**src/rtl/uart_transmit.sv**
```systemverilog
// rtl/uart_transmit.sv - 8N1 UART transmit serializer with registered line and busy outputs
//
// Ports:
//   clk        system clock, all state changes on its rising edge
//   n_rst      asynchronous active-low reset
//   data_in    byte to send, captured only on the accepting edge
//   tx_enable  start request, level-sampled while idle (or on the last stop-bit edge)
//   data_out   serial line, idles high
//   busy       high from the accepting edge until the frame's final edge

module uart_transmit #(
    parameter int BIT_PERIOD = 286
) (
    input  logic       clk,
    input  logic       n_rst,
    input  logic [7:0] data_in,
    input  logic       tx_enable,
    output logic       data_out,
    output logic       busy
);

    localparam int CNT_W = (BIT_PERIOD > 1) ? $clog2(BIT_PERIOD) : 1;
    localparam logic [CNT_W-1:0] CNT_LAST = CNT_W'(BIT_PERIOD - 1);

    typedef enum logic [1:0] {
        IDLE  = 2'd0,
        START = 2'd1,
        DATA  = 2'd2,
        STOP  = 2'd3
    } state_t;

    state_t           state, state_nxt;
    logic [CNT_W-1:0] cnt, cnt_nxt;
    logic [2:0]       idx, idx_nxt;
    logic [7:0]       shreg, shreg_nxt;
    logic             data_out_nxt;
    logic             busy_nxt;
    logic             bit_end;

    assign bit_end = (cnt == CNT_LAST);

    always_ff @(posedge clk or negedge n_rst) begin
        if (!n_rst) begin
            state    <= IDLE;
            cnt      <= '0;
            idx      <= '0;
            shreg    <= '0;
            data_out <= 1'b1;
            busy     <= 1'b0;
        end else begin
            state    <= state_nxt;
            cnt      <= cnt_nxt;
            idx      <= idx_nxt;
            shreg    <= shreg_nxt;
            data_out <= data_out_nxt;
            busy     <= busy_nxt;
        end
    end

    // Outputs are computed one cycle ahead so the line is a flop output and
    // changes exactly on the bit boundary edge.
    always_comb begin
        state_nxt    = state;
        cnt_nxt      = cnt;
        idx_nxt      = idx;
        shreg_nxt    = shreg;
        data_out_nxt = data_out;
        busy_nxt     = busy;

        case (state)
            IDLE: begin
                data_out_nxt = 1'b1;
                busy_nxt     = 1'b0;
                if (tx_enable) begin
                    state_nxt    = START;
                    shreg_nxt    = data_in;
                    cnt_nxt      = '0;
                    idx_nxt      = '0;
                    data_out_nxt = 1'b0;
                    busy_nxt     = 1'b1;
                end
            end

            START: begin
                if (bit_end) begin
                    state_nxt    = DATA;
                    cnt_nxt      = '0;
                    idx_nxt      = '0;
                    data_out_nxt = shreg[0];
                end else begin
                    cnt_nxt = cnt + CNT_W'(1);
                end
            end

            DATA: begin
                if (bit_end) begin
                    cnt_nxt   = '0;
                    shreg_nxt = {1'b0, shreg[7:1]};
                    if (idx == 3'd7) begin
                        state_nxt    = STOP;
                        data_out_nxt = 1'b1;
                    end else begin
                        idx_nxt      = idx + 3'd1;
                        // shreg[1] becomes bit 0 after this edge's shift
                        data_out_nxt = shreg[1];
                    end
                end else begin
                    cnt_nxt = cnt + CNT_W'(1);
                end
            end

            STOP: begin
                if (bit_end) begin
                    cnt_nxt = '0;
                    idx_nxt = '0;
                    // The return-to-idle edge is also an accepting edge, so a
                    // held request chains frames with no idle gap.
                    if (tx_enable) begin
                        state_nxt    = START;
                        shreg_nxt    = data_in;
                        data_out_nxt = 1'b0;
                        busy_nxt     = 1'b1;
                    end else begin
                        state_nxt    = IDLE;
                        data_out_nxt = 1'b1;
                        busy_nxt     = 1'b0;
                    end
                end else begin
                    cnt_nxt = cnt + CNT_W'(1);
                end
            end

            default: begin
                state_nxt    = IDLE;
                cnt_nxt      = '0;
                idx_nxt      = '0;
                data_out_nxt = 1'b1;
                busy_nxt     = 1'b0;
            end
        endcase
    end

endmodule

```
**config.mk**
```make
export PLATFORM = sky130hd
export DESIGN_NAME = uart_transmit
export DESIGN_NICKNAME = d
export VERILOG_FILES = /design/src/rtl/uart_transmit.sv
export SDC_FILE = /design/constraint.sdc
export NUM_CORES = 1
export LEC_CHECK = 0
export ABC_AREA = 1
export CAP_MARGIN = 25
export CELL_PAD_IN_SITES_DETAIL_PLACEMENT = 0
export CELL_PAD_IN_SITES_GLOBAL_PLACEMENT = 1
export CORE_MARGIN = 2
export CORE_UTILIZATION = 33
export CTS_BUF_LIST = sky130_fd_sc_hd__clkbuf_8
export DETAILED_ROUTE_END_ITERATION = 12
export PLACE_DENSITY = 0.65
export SYNTH_ARGS = -nofsm -noshare
export SYNTH_HDL_FRONTEND = slang
export SYNTH_SLANG_ARGS = --single-unit
export TNS_END_PERCENT = 100
```
**constraint.sdc**
```tcl
create_clock -name clk -period 1.4 [get_ports clk]
set_input_delay 0.21 -clock clk [delete_from_list [all_inputs] [get_ports clk]]
set_output_delay 0.21 -clock clk [all_outputs]
set_load 0.02 [all_outputs]
```
* Yosys cells after proc, flatten, opt, wreduce, memory -nomap -nowiden *
Index checks and enable logic that the tools add are counted.

cells by class
  add/sub/neg operators = 2
  reduce and logical (&&, ||, !) cells = 10
  multiplexer cells = 28
  equal/unequal tests = 12

operators by type and width
  kind                   number
  $mux W8                3
  $pmux W8 S3            1
  $mux W9                2
  $pmux W9 S2            1
  $mux W3                4
  $ne A2 B2 Y1 const B   6
  $mux W2                5
  $add A9 B1 Y9 const B  1
  $eq A9 B9 Y1 const B   1
  $pmux W3 S3            1
  $mux W1                8
  $pmux W2 S4            1
  $reduce_and A3 Y1      2
  $reduce_and A5 Y1      1
  $eq A2 B2 Y1 const B   2
  $pmux W1 S4            1
  $reduce_and A4 Y1      1
  $add A3 B1 Y3 const B  1
  $eq A3 B3 Y1 const B   1
  $reduce_bool A3 Y1     1
  $reduce_or A3 Y1       1
  $eq A2 B1 Y1 const B   1
  $logic_not A2 Y1       1
  $ne A2 B1 Y1 const B   1
  4 further kinds        4

storage, ports and cells
  logic and storage cells = 58
  output and inout bits = 2
  input port bits = 11
  register bits = 24

* Logic depth before layout (Yosys ltp) *
  word-level depth = 4
  depth in mapped cells = 9
  mapped depth without buffers = 9

* Worst setup path after synthesis *
Ideal clock, no wire load.

  kind = register to register
  from = register state[0]
  to = register shreg[7]
  arrival = 1388 ps
  clock period less this slack = 1505 ps
  library setup time = 117 ps
  cell stages (with the launch flop) = 8
  path buffers = 0
  setup slack = -105 ps
  required time = 1283 ps
  path through = dfrtp_1 > inv_1 > ha_1 > inv_2 > a21oi_2 > nand2_4 > nand2_1 > nand2_1

on the way
  cells in the longest elaborated chain, start to end = 3
  elaborated cells on any way between the ends = 8
  those cells by class = eq/ne (4); mux (1); reduce/logical (3)

RTL lines
  what                                                                 RTL line  RTL
  from (decl)                                                          32        state_t state, state_nxt;
  from (signal assigned)                                               51        state <= state_nxt;
  $eq A2 B2 Y1 or $logic_not A2 Y1 (tied branches)                     70        case (state)
  $ne A2 B2 Y1 (no source line) or $reduce_bool A3 Y1 (tied branches)  --
  $reduce_and A3 Y1 (no source line)                                   --
  to (signal assigned)                                                 54        shreg <= shreg_nxt;
  to (decl)                                                            35        logic [7:0] shreg, shreg_nxt;

Parallel ways exist; a longest one is shown, timed or not.
A chain may end at the register's enable or synchronous reset.

* Worst setup path in the final report *
  from = register state[1]
  to = register shreg[4]

Same word-level chain as after synthesis.

==> metrics.cfg <==
[run_status]
status = complete, no violations

[pwr]
total_leakage_power_nw = 1.01
p_seq_share_pct = 28.0
p_int_mw = 2.29
pwr_density_cell_mw_per_mm2 = 1970
ir_worst_vdd_mv = 0.731
power.switching_mw = 1.75
clkPwrFrac_pct = 11.0
combPwrFrac_pct = 61.1
switching_share_pct = 43.4

[layout]
drive_above_1_share_pct = 34.5
area_delta_synth_final_pct = 43.5
num-nets-final = 251
mostFrequentLayoutCells = 61 x nand2_1, 24 x buf_4, 22 x dfrtp_1
antennaDiodeCount = 0
regArea_sq_um = 603
fillCellCount = 411
final_common_cell = nand2_1
multi_input_area_sq_um = 925

[detailed_routing]
viasPerCell = 4.88
drtIter0Drc = 39
wl_per_cell_um = 12.5
drc = 0
postRouteAntennaNets = 0
via_count = 1362
first_pass_iters = 4
wl_um = 3480

[clock_network]
clock_latency_ns = 0.27
postCtsHoldBufs = 0
cts_tree = done
clock-root-buffer = clkbuf_8
clkTransAtPathRegs_ns = 0.09
cts_buffer_depth = 2
cts_inserted_buffers = 3
htreeDepth = 1
cts.sinks = 24

[synthesis]
syn_area_sq_mm = 0.00143
synth_cell_type_count = 25
ys_warn_count = 0
syn_avg_cell_area_sq_um = 7.74
yosys.area.top_type = dfrtp_1
synth-edff-count = 0
synth_fp_nets = 206
synth-async-reset-ratio_pct = 100
synth-simple-area-share_pct = 33.3
synth.area.top_cells = dfrtp_1 40%, nand2_1 19%, ha_1 8.7%
synth_top_area_share_pct = 40.2
synthMuxAreaShare_pct = 0
synth_seq_cells = 24
synth_top_family_by_area = simple AND/OR/NAND/NOR gates
synthAdderAreaFrac_pct = 8.74
synth_compound_area_share_pct = 9.18
yosysSeqAreaShare_pct = 42.0
ys.flop_type = dfrtp_1
synthXorXnorAreaFrac_pct = 1.84
synth_cells = 185

[setup_path]
regToRegStartpoint = state[1]$_DFFE_PN0P_
worst-path-buf-inv = 1
cpLargestDelayFamily = flip-flops
path_class = reg -> reg
path_max_fanout = 8
cp.required_ns = 1.57
worstRegToRegCells = 6
worstPathArrival_ns = 1.55
reg2reg_slack_ns = 0.02
r2r_end = shreg[4]$_DFFE_PN0P_
cpMaxStageDelayCell = dfrtp_2
max_stage_delay_ns = 0.45
crit_chain = buf_6 > ha_4 > o21ai_4 > nand2_4 > nand2_1 > nand2_1
crit_start = state[1]$_DFFE_PN0P_
critPathMostFrequentCell = nand2_1
endpoint_kind = flop
cp-start-kind = flop

[die]
die_h_um = 69.9
core_sq_mm = 0.00409
rows = 23
start_util_pct = 35.0
die_w_um = 69.9
fp.dieArea_sq_mm = 0.00488
num_io_pins = 13

[global_routing]
grt_max_degree = 25
grt_pass1_vias = 1364
grt_util_all_layers_pct = 15.6
grt_pass1_wl_um = 6150
antenna_found_initial = 0
gr-total-overflow = 0

[sta]
tightest_slew_ns = 0.319
min_period_ns = 1.38
slew_viol_final = 0
setup_viol_count_final = 0
fin_ws_ns = 0.0183
fin_crit_sh_pct = 98.7
rsz0062_at_grt = true
fin_skew_ns = 0.00422
tns_ns = 0
slew_headroom_pct = 78.7
whs_ns = 0.291
max_clock_freq_mhz = 724
hold_viol = 0

[hold_path]
min_path_type = in -> async

[place]
place.gp.congestion = 0.822
hpwl_um = 2510
numPortBuffers = 12
dp_slack_ns = -0.0686

[job]
drv_cap = 0

power by group through the flow:
stage | Combinational, mW | Clock, mW | Sequential [mW]
after global routing | 2.75 | 0.488 | 1.16
after floorplan | 1.18 | 0 | 1.15
final | 2.47 | 0.443 | 1.13
after global placement | 1.97 | 0 | 1.10
after detailed placement | 2.02 | 0 | 1.11
after CTS | 2.16 | 0.459 | 1.10
how the worst max path moves through the flow:
stage	end	cells past startpoint
floorplan	state[0]$_DFFE_PN0P_	8
global placement	state[1]$_DFFE_PN0P_	8
detailed placement	state[0]$_DFFE_PN0P_	8
CTS	data_out$_DFFE_PN1P_	8
global route	shreg[2]$_DFFE_PN0P_	9
finish	shreg[4]$_DFFE_PN0P_	6
cell usage after synthesis (2+ instances only):
cell type / n
nand2_1: 72
dfrtp_1: 23
nand3_1: 18
ha_1: 10
inv_1: 10
o21ai_1: 9
inv_2: 6
nand4_1: 5
nand2_2: 4
nor2_1: 4
o21ai_0: 3
o22ai_1: 3
buf_2: 2
nand3b_1: 2
o211ai_1: 2
or2_1: 2
xor2_1: 2
logic make-up (layout without fill, tap and decap cells):
kind of cell / Yosys count / in the layout
compound gates: 21 / 22
xor+xnor: 3 / 3
fa+ha+maj: 10 / 10
buf+inv: 18 / 61
flops: 24 / 24
simple gates: 109 / 109
state kept, by name, summed over array words and instances (netlist names):
signal / flops
cnt: 9
state: 2
idx: 3
data_out: 1
busy: 1
shreg: 8
final cells by class:
class	instances	area share, %
multi-input cells	144	45.0
flip-flops and latches	24	29.4
repair buffers	41	17.2
inverters	16	3.17
well taps	50	3.05
clock buffers	3	2.01
clock inverters	1	0.183
routing by layer:
layer / global-route usage [%] / vias up / wire length [um]
met3: 2.16 / 4 / 85
met4: 5.13 / 0 / 42
met1: 20.6 / 650 / 1650
met2: 26.1 / 15 / 1710
met5: 0 / - / 0
li1: - / 693 / -
per-stage QoR:
step	utilization, %	cells	power, mW	cell area, sq um
global placement	44.2	269	3.07	1800
floorplan	-	185	2.32	1450
global route	50.3	279	4.40	2050
CTS	46.6	275	3.71	1900
detailed placement	44.2	269	3.12	1800
finish	50.3	279	4.04	2050
timing repair:
action,in CTS,in global routing
gates resized for setup,14,34
buffers inserted,1,4
endpoints found under the setup margin,20,24
pin swaps,4,7
hold endpoints to repair,0,0
cloned,1,0
(Power assumes the default switching activity.)
